### src/rtl/debug_tx_serializer.sv
`default_nettype none
// ============================================================================
//  Module      : debug_tx_serializer
//  Description : Sends size+1 bytes of a 32-bit word, LSB byte first, as
//                back-to-back 8N1 UART frames on a registered tx line.
//  Revision    : 1.0 - initial release
// ============================================================================
module debug_tx_serializer #(
    parameter int CLKS_PER_BIT = 434
) (
    input  logic        clk,
    input  logic        reset,
    input  logic        start,
    input  logic [31:0] result,
    input  logic [1:0]  size,
    output logic        busy,
    output logic        done,
    output logic        tx
);

    localparam int c_baud_w = (CLKS_PER_BIT > 1) ? $clog2(CLKS_PER_BIT) : 1;
    localparam logic [c_baud_w-1:0] c_baud_max = c_baud_w'(CLKS_PER_BIT - 1);

    typedef enum logic [1:0] {
        S_IDLE  = 2'd0,
        S_START = 2'd1,
        S_DATA  = 2'd2,
        S_STOP  = 2'd3
    } state_t;

    state_t              r_state, w_state_next;
    logic [c_baud_w-1:0] r_baud,  w_baud_next;
    logic [2:0]          r_bit,   w_bit_next;
    logic [1:0]          r_bytes, w_bytes_next;
    logic [31:0]         r_shift, w_shift_next;
    logic                r_tx,    w_tx_next;
    logic                r_busy,  w_busy_next;
    logic                r_done,  w_done_next;
    logic [7:0]          w_next_byte;
    logic                w_bit_end;

    assign w_bit_end = (r_baud == c_baud_max);

    always_comb begin
        w_state_next = r_state;
        w_baud_next  = r_baud;
        w_bit_next   = r_bit;
        w_bytes_next = r_bytes;
        w_shift_next = r_shift;
        w_done_next  = 1'b0;

        unique case (r_state)
            S_IDLE: begin
                if (start) begin
                    w_state_next = S_START;
                    w_shift_next = result;
                    w_bytes_next = size;
                    w_baud_next  = '0;
                    w_bit_next   = '0;
                end
            end
            S_START: begin
                if (w_bit_end) begin
                    w_baud_next  = '0;
                    w_bit_next   = '0;
                    w_state_next = S_DATA;
                end else begin
                    w_baud_next = r_baud + 1'b1;
                end
            end
            S_DATA: begin
                if (w_bit_end) begin
                    w_baud_next = '0;
                    if (r_bit == 3'd7) begin
                        w_state_next = S_STOP;
                    end else begin
                        w_bit_next = r_bit + 1'b1;
                    end
                end else begin
                    w_baud_next = r_baud + 1'b1;
                end
            end
            S_STOP: begin
                if (w_bit_end) begin
                    w_baud_next = '0;
                    if (r_bytes != 2'd0) begin
                        // Next frame starts immediately on the following byte
                        w_shift_next = {8'h00, r_shift[31:8]};
                        w_bytes_next = r_bytes - 1'b1;
                        w_state_next = S_START;
                    end else begin
                        w_state_next = S_IDLE;
                        w_done_next  = 1'b1;
                    end
                end else begin
                    w_baud_next = r_baud + 1'b1;
                end
            end
            default: begin
                w_state_next = S_IDLE;
            end
        endcase
    end

    // tx is decoded from the next state so the flop holds the bit for the cycle being entered
    assign w_next_byte = w_shift_next[7:0];

    always_comb begin
        w_tx_next = 1'b1;
        unique case (w_state_next)
            S_IDLE:  w_tx_next = 1'b1;
            S_START: w_tx_next = 1'b0;
            S_DATA:  w_tx_next = w_next_byte[w_bit_next];
            S_STOP:  w_tx_next = 1'b1;
            default: w_tx_next = 1'b1;
        endcase
    end

    assign w_busy_next = (w_state_next != S_IDLE);

    always_ff @(posedge clk) begin
        if (reset) begin
            r_state <= S_IDLE;
            r_baud  <= '0;
            r_bit   <= '0;
            r_bytes <= '0;
            r_shift <= '0;
            r_tx    <= 1'b1;
            r_busy  <= 1'b0;
            r_done  <= 1'b0;
        end else begin
            r_state <= w_state_next;
            r_baud  <= w_baud_next;
            r_bit   <= w_bit_next;
            r_bytes <= w_bytes_next;
            r_shift <= w_shift_next;
            r_tx    <= w_tx_next;
            r_busy  <= w_busy_next;
            r_done  <= w_done_next;
        end
    end

    assign tx   = r_tx;
    assign busy = r_busy;
    assign done = r_done;

endmodule
`default_nettype wire

### config.mk
export PLATFORM = sky130hd
export DESIGN_NAME = debug_tx_serializer
export DESIGN_NICKNAME = d
export VERILOG_FILES = /design/src/rtl/debug_tx_serializer.sv
export SDC_FILE = /design/constraint.sdc
export NUM_CORES = 1
export LEC_CHECK = 0
export ABC_AREA = 0
export BUFFER_PORTS_ARGS = -buffer_cell sky130_fd_sc_hd__clkbuf_2
export CORE_ASPECT_RATIO = 1.4
export CORE_MARGIN = 10
export CORE_UTILIZATION = 35
export DETAILED_ROUTE_END_ITERATION = 10
export GPL_TIMING_DRIVEN = 0
export PLACE_DENSITY = 0.57
export SLEW_MARGIN = 25
export SYNTH_ARGS = -nofsm -noshare
export SYNTH_HDL_FRONTEND = slang
export SYNTH_SLANG_ARGS = --single-unit
### constraint.sdc
create_clock -name clk -period 6.4 [get_ports clk]
set_input_delay 1.28 -clock clk [delete_from_list [all_inputs] [get_ports clk]]
set_output_delay 1.28 -clock clk [all_outputs]
set_load 0.02 [all_outputs]
# Word level (Yosys, flattened, before mapping)
# Cells that the tools add are included.
# totals
wordCells	62
reg_bits	51
out_inout_bits	3
in_bits	37
# classes
eq_ne	11
addsub	3
n_bitwise	2
n_reduce_logical	9
n_lt_le_gt_ge	1
n_mux	27
# ops
cell	n
two-way mux 32 bit	3
one-hot mux 32 bit (2 select lines)	1
two-way mux 9 bit	2
one-hot mux 9 bit (2 select lines)	1
two-way mux 2 bit	8
two-way mux 3 bit	4
adder 9 x 1 -> 9 bit (second input constant)	1
equality test 9 bit (second input constant)	1
one-hot mux 3 bit (3 select lines)	1
equality test 2 bit (second input constant)	4
one-hot mux 2 bit (4 select lines)	1
inequality test 2 bit (second input constant)	3
nonzero test 2 bit	3
OR reduction 3 bit	2
equality test 2 x 1 -> 1 bit (second input constant)	2
zero test 2 bit	2
< comparator 3 x 4 -> 1 bit (second input constant)	1
one-hot mux 2 bit (2 select lines)	1
AND reduction 4 bit	1
adder 3 x 1 -> 3 bit (second input constant)	1
binary-select mux 1 bit (select 3 bit)	1
equality test 3 bit (second input constant)	1
two-way mux 1 bit	3
one-hot mux 1 bit (3 select lines)	1
3 further kinds	4

# Longest topological paths before layout
# Gate-level depths: netlist of the first run.
# logic_depth
ltp_word	7
ltp_mapped	12
depth_no_buf	12

# Worst setup path after synthesis of the first run
# Ideal clock, no wire load.
# synth_path
path_kind	input port to flip-flop
startpoint	in start
endpoint	reg r_tx (netlist: tx)
required_ps	6270
cell_stages	8
path_slack_ps	3636
arrival_time_ps	2633
path_buffers	1
setup_ps	130
cell_sequence	nor2b_1 > clkbuf_1 > o31ai_1 > o211ai_1 > a2111oi_0 > mux2i_1 > a311oi_1 > nand3_1
# synth_between
elab_chain_len	5
elab_cells_between_ends	14
cone_classes	3 x eq/ne; 9 x mux; 2 x reduce/logical
# synth_lines
item	line_no	rtl
start: declaration	13	input logic start,
two-way mux 3 bit (tied with other cells)	54	if (start) begin
one-hot mux 3 bit (3 select lines) (tied with other cells)	52	unique case (r_state)
binary-select mux 1 bit (select 3 bit) (tied with other cells)	113	S_DATA: w_tx_next = w_next_byte[w_bit_next];
two-way mux 1 bit (not written as such) or OR reduction 2 bit (tied branches)	n/a	
one-hot mux 1 bit (3 select lines) *	110	unique case (w_state_next)
end signal: assignment	137	r_tx <= w_tx_next;
end: declaration	36	logic r_tx, w_tx_next;
# Every way passes the cells marked *; elsewhere a longest branch is shown, timed or not. The select of a mux whose other input is x is not followed.
# A chain may end at the register's enable or synchronous reset.

# Worst setup path after layout of the first run
# Ends and elaborated chain as after synthesis.

==> results of run 1 <==
-- worst paths after layout --
path,slack [ns],endpoint
hold / removal,0.48,r_bytes[0]
hold reg to reg,0.48,r_bytes[0]
setup / recovery,3.53,tx
setup reg to reg,3.63,r_shift[15]
-- layout make-up --
type	instances	area share [%]
Buffer	19	2.66
Timing Repair Buffer	38	6.23
Tap cell	97	3.97
Inverter	13	1.60
Sequential cell	51	33.4
Clock buffer	5	2.25
Multi-Input combinational cell	243	49.0
Clock inverter	3	0.860
-- registers in the layout, indices dropped and copies added (netlist names) --
signal	flops
r_state	2
done	1
r_bit	3
r_shift	32
busy	1
r_baud	9
tx	1
r_bytes	2
-- through the flow --
step | total power [W] | cell area (sq um) | util, %
after global routing | 0.00124 | 3050 | 41.5
after detailed placement | 0.000952 | 2960 | 40.2
after floorplan | 0.000803 | 2650 | -
final | 0.00115 | 3050 | 41.5
after global placement | 0.000943 | 2960 | 40.2
after CTS | 0.00115 | 3050 | 41.5
-- cells in the mapped netlist, types with 3 or more instances --
master                      number  area share, %
sky130_fd_sc_hd__a2111oi_0       3           0.99
sky130_fd_sc_hd__a211oi_1        4            1.1
sky130_fd_sc_hd__a21boi_0        3           0.85
sky130_fd_sc_hd__a21oi_1        10            1.9
sky130_fd_sc_hd__a22oi_1        10            2.8
sky130_fd_sc_hd__a31oi_1        17            4.0
sky130_fd_sc_hd__and2_1          4           0.95
sky130_fd_sc_hd__clkbuf_1       14            2.0
sky130_fd_sc_hd__dfxtp_1        51             39
sky130_fd_sc_hd__ha_1           12            5.7
sky130_fd_sc_hd__inv_1          13            1.8
sky130_fd_sc_hd__mux2i_1         6            2.3
sky130_fd_sc_hd__nand2_1        49            6.9
sky130_fd_sc_hd__nand2b_1        5            1.2
sky130_fd_sc_hd__nand3_1        26            4.9
sky130_fd_sc_hd__nor2_1         33            4.7
sky130_fd_sc_hd__nor2b_1         9            2.1
sky130_fd_sc_hd__nor4_1          4           0.95
sky130_fd_sc_hd__o21ai_0         8            1.5
sky130_fd_sc_hd__o31ai_1         3           0.85
sky130_fd_sc_hd__xor2_1          5            1.7
-- power groups by stage --
stage	clock, W	sequential, W	combinational [W]
after floorplan	0	0.000418	0.000385
after global placement	0	0.000417	0.000526
after detailed placement	0	0.000418	0.000534
after CTS	0.000207	0.000411	0.000536
after global routing	0.000222	0.000418	0.000603
final	0.000203	0.000411	0.000535
-- worst max-delay path: cells and delay by family --
family | cells | cell delay, ns
AO/OA/AOI/OAI | 4 | 0.93
buffers and inverters | 2 | 0.52
multiplexers | 1 | 0.13
AND/OR/NAND/NOR | 2 | 0.21
-- layer usage --
metal / track usage, % / vias to the layer above / wire length [um]
li1: - / 1237 / -
met1: 12.9 / 1103 / 2990
met2: 22.3 / 43 / 3480
met3: 3.52 / 9 / 342
met4: 4.74 / 0 / 125
met5: 0 / - / 0
-- logic make-up after synthesis --
group	share of synthesized area (%)
buf+inv	4.91
flops	38.6
simple gates	27.8
mux	2.69
fa+ha+maj	5.67
xor+xnor	2.32
compound gates	18.0
==> results.ini, run 1 <==
[flow_run]
cap_viol_max_count = 0

[place]
finalWeightedCongestion = 0.828
detailedPlacementHpwl_mm = 5.31
dp_slack_ns = 3.19
dp.cells = 461
port_buffers = 38

[sta]
period_share_pct = 44.9
finalWorstPathRequiredPeriod_ns = 2.87
worst_pin_slew_ns = 0.891
number_of_setup_violations_in_the_final_report = 0
postLayoutSetupSlackWorst_ns = 3.53
grt_setup_unrepaired = false
final-hold-violation-count = 0
slew_headroom_pct = 40.0
final.hold.worst_slack_ns = 0.478
fin_worst_skew_ns = 0.00935
fmax_mhz = 348
finalMaxSlewViolations = 0
tns_ns = 0

[synthesis]
synth.yosys.warnings = 0
count_of_flip_flops_with_a_built_in_enable_after_synthesis = 0
syn_inst = 326
ys_async_sr_fraction_pct = 0
synth.yosys.seq_area_share_pct = 38.6
synth_cell_type_count = 47
synth_fp_nets = 375
synth-main-ff-cell = sky130_fd_sc_hd__dfxtp_1
synth-seq-cells = 51
netlist_area_sq_mm = 0.00265
avgSynthCellArea_sq_um = 8.12

[detailed_routing]
drt.antenna.violating_nets = 0
vias = 2392
routed_via_density = 5.10
first_pass_iters = 4
dr.first_iter.drc_count = 146
routed_wirelength_mm = 6.94
avgRoutedWirePerCell_um = 14.8
drc_violation_count_after_routing = 0

[floorplan]
fp.dieH_um = 123
placementRows = 37
die_w_um = 93.5
num_io_pins = 40
die_area_sq_mm = 0.0115
initial_core_utilization_pct = 36.0
core_area_sq_mm = 0.00736

[setup_path]
depth_of_the_worst_register_to_register_path = 7
required_time_at_the_endpoint_of_the_critical_path_ns = 6.60
worst_setup_sp_type = input port
critical_path.cell_chain = clkbuf_2, nor2b_1, clkbuf_1, o31ai_1, o211a_2, a2111oi_0, mux2i_1, a311oi_1, nand3_1
critical_path.slowest_cell = sky130_fd_sc_hd__clkbuf_1
worstSetupEndpointType = flip-flop
critical_path_peak_fanout = 10
critical_path.max_stage_delay_ns = 0.41
crit_path_start = start
crit-reg2reg-launch = r_state[1]
critical_path_class = in -> reg
critical_path_arrival_ns = 3.07

[run_status]
run_status = complete, no violations

[finish]
layout.filler_cells = 763
most-common-layout-cells = 51 x sky130_fd_sc_hd__dfxtp_1, 49 x sky130_fd_sc_hd__nand2_1, 38 x sky130_fd_sc_hd__clkbuf_2
most_common_cell_after_layout_fill_and_taps_aside = sky130_fd_sc_hd__dfxtp_1
drive_above_1_share_pct = 15.9
layout.nets = 420
n_antenna_cell = 0
register_area_sq_mm = 0.00102
stdcell_count = 469
multi_input_comb_area_sq_mm = 0.00150
area_growth_pct = 15.4

[clock_network]
quantity_of_hold_fixing_buffers_added_after_cts = 0
cts_root_buf = sky130_fd_sc_hd__clkbuf_8
cts.repair.resized = 0
clock_sinks = 51
worst_skew_pair.late_latency_ns = 0.32
path_clk_slew_ns = 0.10
post_cts.repair.setup_buffers = 0
cts_tree = done
cts.path.max_buffers = 2
cts_made_buffers = 5
htreeDepth = 2

[worst_hold_path]
hp-class = reg -> reg
worstHoldStart = r_bytes[0]
holdPathStages = 2

[power_and_ir_drop]
share_seq_of_total_power_pct = 35.8
static-leakage-power_nw = 1.19
power_density_mw_per_mm2 = 376
sw_frac_of_total_pct = 44.0
power_frac_comb_pct = 46.5
p_clk_share_pct = 17.7
intPower_w = 0.000644
ir_worst_vdd_mv = 0.177
netsw_w = 0.000505

[grt]
grt_start_max_net_pins = 19
first_global_vias = 2485
grt_first_pass_wirelength_mm = 11.5
globalRouteOverflowTotal = 0
global_route.usage.total_pct = 12.2
antenna_found_initial = 0

Power figures use the tool's default switching activity.
==> inputs of run 2 (changes only) <==
PLACE_DENSITY = 0.59   (was 0.57)
clock period = 2.6 ns   (was 6.4 ns; I/O delays follow)
==> run 2 against run 1 <==
- combinational power rose to 2.6 times the previous value
- setup slack got worse by 3.5 ns
- highest routed layer unchanged
- final area up 2.1%
- cell count up 0.21%
- largest power group unchanged
- register-to-register slack worse by 3.6 ns
- count of clock-buffer cells in the layout did not move
- sequential share of layout area shrank 0.64 points
==> results.ini, run 2 (synthesis gave the netlist of run 1 again) <==
[run_status]
run_status = complete, no violations  ; unchanged

[clock_network]
cts_tree = done  ; unchanged
quantity_of_hold_fixing_buffers_added_after_cts = 0  ; unchanged
htreeDepth = 2  ; unchanged
worst_skew_pair.late_latency_ns = 0.32  ; about the same
cts_root_buf = sky130_fd_sc_hd__clkbuf_8  ; unchanged
path_clk_slew_ns = 0.11  ; was 0.10 ns
cts.path.max_buffers = 2  ; unchanged
clock_sinks = 51  ; unchanged
cts_made_buffers = 5  ; unchanged

[setup_path]
critical_path.max_stage_delay_ns = 0.38  ; was 0.41 ns
critical_path_arrival_ns = 2.73  ; was 3.07 ns
crit_path_start = r_state[1]  ; was start
critical_path_peak_fanout = 10  ; unchanged
critical_path_class = reg -> reg  ; was in -> reg
worst_reg_to_reg_setup_slack_ns = 0.07  ; was 3.63 ns
critical_path.slowest_cell = sky130_fd_sc_hd__dfxtp_1  ; was sky130_fd_sc_hd__clkbuf_1
worst_setup_sp_type = flip-flop  ; was input port
required_time_at_the_endpoint_of_the_critical_path_ns = 2.80  ; was 6.60 ns
critical_path.cell_chain = ha_1, clkbuf_2, o21ai_0, and3b_1, o22ai_1, inv_1, ha_1, and3b_1, a311oi_1, nand3_1  ; was clkbuf_2, nor2b_1, clkbuf_1, o31ai_1, o211a_2, a2111oi_0, mux2i_1, a311oi_1, nand3_1
worstSetupEndpointType = flip-flop  ; unchanged
crit-reg2reg-launch = r_state[1]  ; unchanged

[grt]
grt_most_used_layer = met2  ; unchanged
first_global_vias = 2498  ; was 2,485
grt_start_max_net_pins = 19  ; unchanged
grt_first_pass_wirelength_mm = 11.5  ; about the same
global_route.usage.total_pct = 12.2  ; about the same
fraction_of_met1_tracks_used_by_global_routing_pct = 13.5  ; was 12.9%
antenna_found_initial = 0  ; unchanged
grt_util_met3_pct = 2.91  ; was 3.52%
global_route.usage.met2_pct = 21.7  ; was 22.3%
globalRouteOverflowTotal = 0  ; unchanged

[sta]
fin_worst_skew_ns = 0.0132  ; was 0.00935 ns
grt_setup_unrepaired = true  ; was false
number_of_setup_violations_in_the_final_report = 0  ; unchanged
fmax_mhz = 395
slew_headroom_pct = 62.2  ; was 40.0%
tns_ns = 0  ; unchanged
worst_pin_slew_ns = 0.563  ; was 0.891 ns
finalWorstPathRequiredPeriod_ns = 2.53
period_share_pct = 97.3
finalMaxSlewViolations = 0  ; unchanged
final-hold-violation-count = 0  ; unchanged

[floorplan]
initial_core_utilization_pct = 36.0  ; unchanged
die_area_sq_mm = 0.0115  ; unchanged
core_area_sq_mm = 0.00736  ; unchanged
die_w_um = 93.5  ; unchanged
fp.dieH_um = 123  ; unchanged
num_io_pins = 40  ; unchanged
placementRows = 37  ; unchanged

[power_and_ir_drop]
share_seq_of_total_power_pct = 35.1  ; was 35.8%
power_frac_comb_pct = 47.5  ; was 46.5%
power_density_mw_per_mm2 = 931  ; was 376 mW/mm^2
sw_frac_of_total_pct = 43.8  ; was 44.0%
p_clk_share_pct = 17.4  ; was 17.7%
ir_worst_vdd_mv = 0.473  ; was 0.177 mV
intPower_w = 0.00163  ; was 0.000644 W
netsw_w = 0.00127  ; was 0.000505 W
static-leakage-power_nw = 1.21  ; was 1.19 nW

[finish]
n_antenna_cell = 0  ; unchanged
largest_register = r_shift  ; unchanged
layout.nets = 421  ; was 420
area_growth_pct = 17.8  ; was 15.4%
most-common-layout-cells = 50 x sky130_fd_sc_hd__dfxtp_1, 48 x sky130_fd_sc_hd__nand2_1, 42 x sky130_fd_sc_hd__clkbuf_2  ; was 51 x sky130_fd_sc_hd__dfxtp_1, 49 x sky130_fd_sc_hd__nand2_1, 38 x sky130_fd_sc_hd__clkbuf_2
fin_util_pct = 42.4  ; was 41.5%
largest_reg_flops = 32  ; unchanged
drive_above_1_share_pct = 19.6  ; was 15.9%
reg.largest.list = r_shift x32, r_baud x9, r_bit x3  ; unchanged
final_cell_area_sq_mm = 0.00312  ; was 0.00305 sq mm
most_common_cell_after_layout_fill_and_taps_aside = sky130_fd_sc_hd__dfxtp_1  ; unchanged

[detailed_routing]
vias = 2426  ; was 2,392
avgRoutedWirePerCell_um = 14.7  ; was 14.8 um
first_pass_iters = 4  ; unchanged
drt.antenna.violating_nets = 0  ; unchanged
routed_via_density = 5.16  ; was 5.10
drc_violation_count_after_routing = 0  ; unchanged
routed_wirelength_mm = 6.89  ; was 6.94 mm
dr.first_iter.drc_count = 232  ; was 146

[place]
finalWeightedCongestion = 0.867  ; was 0.828
detailedPlacementHpwl_mm = 5.24  ; was 5.31 mm
area_of_placed_instances_sq_mm = 0.00296  ; unchanged
port_buffers = 38  ; unchanged

[flow_run]
cap_viol_max_count = 0  ; unchanged

[worst_hold_path]
worstHoldStart = result[28]  ; was r_bytes[0]
hp-class = in -> reg  ; was reg -> reg

run 2: cell count changes in the layout (fill, tap and decap cells not counted), sizes merged:
cell,previous run,this run
buf,5,7
clkbuf,57,56
clkinv,1,2
inv,15,14
run 2: worst paths after layout:
kind | endpoint | depth (start not counted)
worst max-delay path | tx | 10
worst min-delay path | r_shift[28] | 3
worst max register to register | tx | 10
worst min register to register | r_bytes[1] | 2
run 2: timing repair:
item	in CTS	in global routing
endpoints found under the hold margin	0	0
pin swaps	0	2
resized for setup	6	13
buffers inserted	0	1
endpoints found under the setup margin	14	25
run 2: through the flow:
stage,cells,power (W),hold WS [ns],setup WS (ns)
4_1_cts,469,0.00286,0.410,-0.00998
6_report,470,0.00290,0.421,0.0712
2_1_floorplan,326,0.00198,0.440,0.359
3_3_place_gp,461,0.00231,0.453,-0.0659
3_5_place_dp,461,0.00234,0.460,-0.107
5_1_grt,470,0.00315,0.429,-0.0893
run 2: routing by layer:
layer	vias up	share of wire (%)	wire, um
met5	-	0	0
met3	10	5.0	346
li1	1240	-	-
met2	57	50	3480
met1	1119	42	2910
met4	0	2.3	157
run 2: worst max-delay path: cells and delay by family (launching register included):
kind                     cells  cell delay (ns)
flip-flops                   1             0.38
AND/OR/NAND/NOR              3             0.48
AO/OA/AOI/OAI                3             0.60
buffers and inverters        2             0.41
adder cells (fa/ha/maj)      2             0.54
run 2: power by group through the flow:
stage | Clock [W] | Sequential, W | Combinational, W
floorplan | 0 | 0.00103 | 0.000949
global placement | 0 | 0.00103 | 0.00128
detailed placement | 0 | 0.00103 | 0.00130
CTS | 0.000523 | 0.00101 | 0.00132
global route | 0.000548 | 0.00104 | 0.00156
finish | 0.000505 | 0.00102 | 0.00138
run 2: cell type report:
cell class / instances / area (sq um)
plain buffers: 19 / 87.6
clock buffers: 5 / 68.8
clock inverters: 3 / 28.8
fillers: 743 / 4240
inverters: 13 / 48.8
multi-input cells: 243 / 1540
flip-flops and latches: 51 / 1020
well taps: 97 / 121
repair buffers: 39 / 198
